### src/rtl/hazard_stall_controller.sv
// hazard_stall_controller: pipeline stall/flush sequencer for the 5-stage core.
// It detects load-use hazards that forwarding cannot cover, holds the pipeline
// for a multi-cycle multiply/divide occupying E, and squashes the fetched
// instruction on a taken branch.
// Optional feature: define HAZ_STALL_CNT_EN to add a free-running 32-bit
// StallCount output that counts cycles in which the PC is held.
// MULDIV_LAT is the total E-stage occupancy of a mult/div op (legal 2..16).

module hazard_stall_controller #(
  parameter int MULDIV_LAT = 4
) (
  input  logic       clk,
  input  logic       reset,
  input  logic [4:0] RsAddr_D,
  input  logic [4:0] RtAddr_D,
  input  logic [4:0] RegDstAddr_E,
  input  logic       MemRead_E,
  input  logic       MulDivStart_E,
  input  logic       BranchTaken_D,
  output logic       StallF,
  output logic       StallD,
  output logic       StallE,
  output logic       FlushD,
  output logic       FlushE,
  output logic       FlushM,
  output logic       MulDivDone,
  output logic       Busy
`ifdef HAZ_STALL_CNT_EN
  ,
  output logic [31:0] StallCount
`endif
);

  typedef enum logic {
    RUN     = 1'b0,
    MD_BUSY = 1'b1
  } stateT;

  // The start cycle counts as the first occupancy cycle, so MD_BUSY lasts
  // MULDIV_LAT-1 cycles, which means the counter starts at MULDIV_LAT-2.
  localparam logic [3:0] CntLoad = 4'(MULDIV_LAT - 2);

  stateT      state;
  stateT      nextState;
  logic [3:0] cnt;
  logic [3:0] nextCnt;
  logic       loadUse;

  // A load whose destination feeds either source of D cannot be forwarded in time.
  // Register 0 is hardwired, so a load targeting it never causes a hazard.
  always_comb begin
    loadUse = MemRead_E && (RegDstAddr_E != 5'd0) &&
              ((RegDstAddr_E == RsAddr_D) || (RegDstAddr_E == RtAddr_D));
  end

  // State and down-counter register. Reset aborts any mult/div sequence in flight.
  always_ff @(posedge clk) begin
    if (reset) begin
      state <= RUN;
      cnt   <= 4'd0;
    end else begin
      state <= nextState;
      cnt   <= nextCnt;
    end
  end

  // Next-state and output decode. Priority in RUN is mult/div start, then load-use, then branch.
  always_comb begin
    nextState  = state;
    nextCnt    = cnt;
    StallF     = 1'b0;
    StallD     = 1'b0;
    StallE     = 1'b0;
    FlushD     = 1'b0;
    FlushE     = 1'b0;
    FlushM     = 1'b0;
    MulDivDone = 1'b0;
    Busy       = 1'b0;
    if (!reset) begin
      case (state)
        RUN: begin
          if (MulDivStart_E) begin
            StallF    = 1'b1;
            StallD    = 1'b1;
            StallE    = 1'b1;
            FlushM    = 1'b1;
            nextState = MD_BUSY;
            nextCnt   = CntLoad;
          end else if (loadUse) begin
            StallF = 1'b1;
            StallD = 1'b1;
            FlushE = 1'b1;
          end else if (BranchTaken_D) begin
            FlushD = 1'b1;
          end
        end
        MD_BUSY: begin
          StallF = 1'b1;
          StallD = 1'b1;
          StallE = 1'b1;
          FlushM = 1'b1;
          Busy   = 1'b1;
          if (cnt != 4'd0) begin
            nextCnt = cnt - 4'd1;
          end else begin
            MulDivDone = 1'b1;
            nextState  = RUN;
          end
        end
        default: begin
          nextState = RUN;
          nextCnt   = 4'd0;
        end
      endcase
    end
  end

`ifdef HAZ_STALL_CNT_EN
  // Count every clock edge on which the PC is held; wraps naturally at 2^32.
  always_ff @(posedge clk) begin
    if (reset) begin
      StallCount <= 32'd0;
    end else if (StallF) begin
      StallCount <= StallCount + 32'd1;
    end
  end
`endif

endmodule
### config.mk
export PLATFORM = sky130hd
export DESIGN_NAME = hazard_stall_controller
export DESIGN_NICKNAME = d
export VERILOG_FILES = /design/src/rtl/hazard_stall_controller.sv
export SDC_FILE = /design/constraint.sdc
export NUM_CORES = 1
export LEC_CHECK = 0
export CORE_AREA = 4 4 41 43
export CTS_BUF_LIST = sky130_fd_sc_hd__clkbuf_8
export DETAILED_ROUTE_END_ITERATION = 16
export DIE_AREA = 0 0 45 47
export GPL_ROUTABILITY_DRIVEN = 0
export MAX_ROUTING_LAYER = met4
export PLACE_DENSITY = 0.74
export SKIP_CTS_REPAIR_TIMING = 1
export SYNTH_ARGS = -nofsm -noshare
export SYNTH_HDL_FRONTEND = slang
export SYNTH_SLANG_ARGS = --single-unit
### constraint.sdc
create_clock -name clk -period 2.3 [get_ports clk]
set_input_delay 0.23 -clock clk [delete_from_list [all_inputs] [get_ports clk]]
set_output_delay 0.23 -clock clk [all_outputs]
set_load 0.01 [all_outputs]
==> flow_summary_export.csv <==
group,metric,value,unit
run_status,status,"finished, final reports clean",
yosys,synth_simple_gate_area_share,0.285,
floorplan,chipWidth,45,um
sta,tns,0,ns
routing,avgRoutedWirePerCell,12.0,um
routing,vias,504,
setup_path,cpMaxStageDelayCell,"clkdlybuf4s50_1",
yosys,synth_compound_area_frac,0.188,
yosys,synth_cell_types,26,
sta,timing.final.ws_setup,0.140,ns
power,p_leak,0.388,nW
setup_path,crit_type,"flip-flop to primary output",
cells_and_area,stdcell_count,100,
cells_and_area,drive_above_1_share,0.106,
power,p_int,0.283,mW
routing,routed_wl,1.20,mm
yosys,synth_nets,76,
yosys,synth_top_area_frac,0.228,
setup_path,cp_cell_sequence,"inv_1, ha_1, nor3b_1, and2_1, clkdlybuf4s50_1",
power,switchingPower,0.105,mW
routing,drc,0,
clock_network,tritoncts,"built",
setup_path,critPathLaunchType,"flip-flop",
clock_network,cts.sinks,5,
clock_network,clk_pin_slew,0.04,ns
sta,hold_violations,0,
global_route,grt_pass1_vias,487,
sta,setup_viol,0,
cells_and_area,seqCellArea,100,um2
setup_path,cp_max_fo,4,
placed_design,dpl-instance-area,723,um2
power,powerDensity,494,nW/um2
power,seq_power_share,0.261,
global_route,grt_usage,0.122,
sta,fin_skew,0.00222,ns
clock_network,htreeDepth,1,
floorplan,start_util,0.337,
yosys,synthAdderAreaFrac,0.0285,
run,cap_violations,0,
yosys,yosysSeqAreaShare,0.228,
power,swShare,0.271,
clock_network,numCtsBuffers,3,
power,share_comb_of_total_power,0.328,
placed_design,dpl.cell_count,96,
placed_design,port_buffers,27,
yosys,avgSynthCellArea,7.98,um2
cells_and_area,finalInstanceArea,786,um2
yosys,synth_xor_area_frac,0.199,
routing,via_per_inst,5.04,
cells_and_area,area_growth,78.9,%
setup_path,crit_arrival,1.93,ns
yosys,synth_top_area_cell,"dfxtp_1",
global_route,grt_antenna_before_repair,0,
placed_design,hpwl,1.01,mm
yosys,synth_top_family_by_area,"simple AND/OR/NAND/NOR gates",
clock_network,clockBufferDepth,2,
yosys,yosysWarnings,0,
clock_network,clock_latency,0.22,ns
setup_path,critPathMaxStageDelay,0.53,ns
setup_path,crit_buf_inv,2,
yosys,synth_async_sr_flop_share,0,
cells_and_area,num-fill-cells,125,
sta,period_minus_slack,2.16,ns
yosys,synthesis.area,439,um2
yosys,yosys-top-cells-count,"xor2_1 (10), nor2_1 (6), dfxtp_1 (5)",
sta,slew_headroom,0.721,
yosys,yosysMostFrequentCell,"xor2_1",
global_route,gr-total-overflow,0,
floorplan,pin_count,28,
setup_path,crit_family,"buffers and inverters",
placed_design,dp_slack,-0.0771,ns
yosys,muxShareOfSynthArea,0,
routing,drt_iter0_drc,3,
sta,rsz0062_at_grt,"false",
sta,worstMarginPinSlew,0.417,ns
setup_path,required,2.07,ns
floorplan,chipHeight,47,um
power,p_clk_frac,0.411,
sta,clock.fmax,463,MHz
yosys,synthCells,55,
yosys,synth_flop_cell,"dfxtp_1",
sta,slew_violations,0,
hold_path,hold_path_class,"flip-flop to flip-flop",
yosys,synth-edff-count,0,
cells_and_area,multiInputGateArea,313,um2
yosys,ys_ff_latch,5,
floorplan,rows,13,
global_route,grt_max_degree,11,
routing,antenna_left,0,
floorplan,core_area,1300,um2
power,vdd_drop_max,0.000200,V
global_route,grt_pass1_wl,1.75,mm
clock_network,cts_root_buf,"clkbuf_8",
cells_and_area,antenna_cells,0,
cells_and_area,nets,107,
setup_path,endpoint_kind,"primary output",
yosys,synth_area_leaders,"dfxtp_1 (23%), xor2_1 (20%), nor2_1 (5.1%)",
sta,hold-worst-slack,0.505,ns
floorplan,dieArea,2120,um2
routing,firstDrtPassIters,2,
sta,period_share,0.939,
==> through the flow <==
stage	utilization	power, mW
final	0.604	0.388
after global routing	0.604	0.409
after CTS	0.590	0.392
after detailed placement	0.556	0.230
after global placement	0.556	0.227
after floorplan	-	0.164
==> logic make-up after synthesis <==
group / Yosys count
AOI/OAI and AO/OA: 12
xor gates and xnor gates: 10
adders and majority gates: 1
buffers and inverters: 6
DFF: 5
and+or+nand+nor: 21
==> power by group through the flow <==
stage,sequential [mW],clock [mW],combinational [mW]
after CTS,0.101,0.162,0.129
after global routing,0.102,0.168,0.139
final,0.101,0.160,0.127
after global placement,0.102,0,0.125
after detailed placement,0.102,0,0.128
after floorplan,0.0974,0,0.0662
==> tightest hold or removal path, cell delays in order (launching register included) <==
cell and delay, ns:
dfxtp_1 0.32, o21ai_0 0.07, a21oi_1 0.06
==> worst paths after layout <==
check	from	end	slack, ns	depth (start not counted)
setup / recovery	cnt[0]	MulDivDone	0.14	5
hold / removal	cnt[2]	cnt[2]	0.51	2
setup reg to reg	cnt[0]	cnt[0]	0.83	6
hold reg to reg	cnt[2]	cnt[2]	0.51	2
==> routing by layer <==
layer,track usage,vias to the layer above,part of all wire
li1,-,252,-
met2,0.201,28,0.45
met1,0.125,221,0.43
met4,0.0877,0,0.018
met5,-,-,0
met3,0.0345,3,0.095
==> placed cells by master (no fill, tap or decap), drive strengths merged, types with 2 or more instances in the layout <==
master / instances
a21oi: 4
buf: 2
clkbuf: 3
clkdlybuf4s50: 22
dfxtp: 5
dlymetal6s2s: 5
inv: 4
nor2: 6
nor2b: 2
nor3: 3
nor3b: 3
o21ai: 2
xor2: 10
==> layout make-up <==
type                    instances  area share
clock buffers                   3      0.0525
clock inverters                 1     0.00478
inverters                       3      0.0143
multi-input cells              44       0.398
flip-flops and latches          5       0.127
well taps                      15      0.0239
repair buffers                 29       0.379
==> registers in the layout, indices dropped and copies added, names as in the netlist <==
| signal | cells |
|---|---|
| cnt | 4 |
| state | 1 |
No activity file was read; power rests on OpenSTA's default activity.
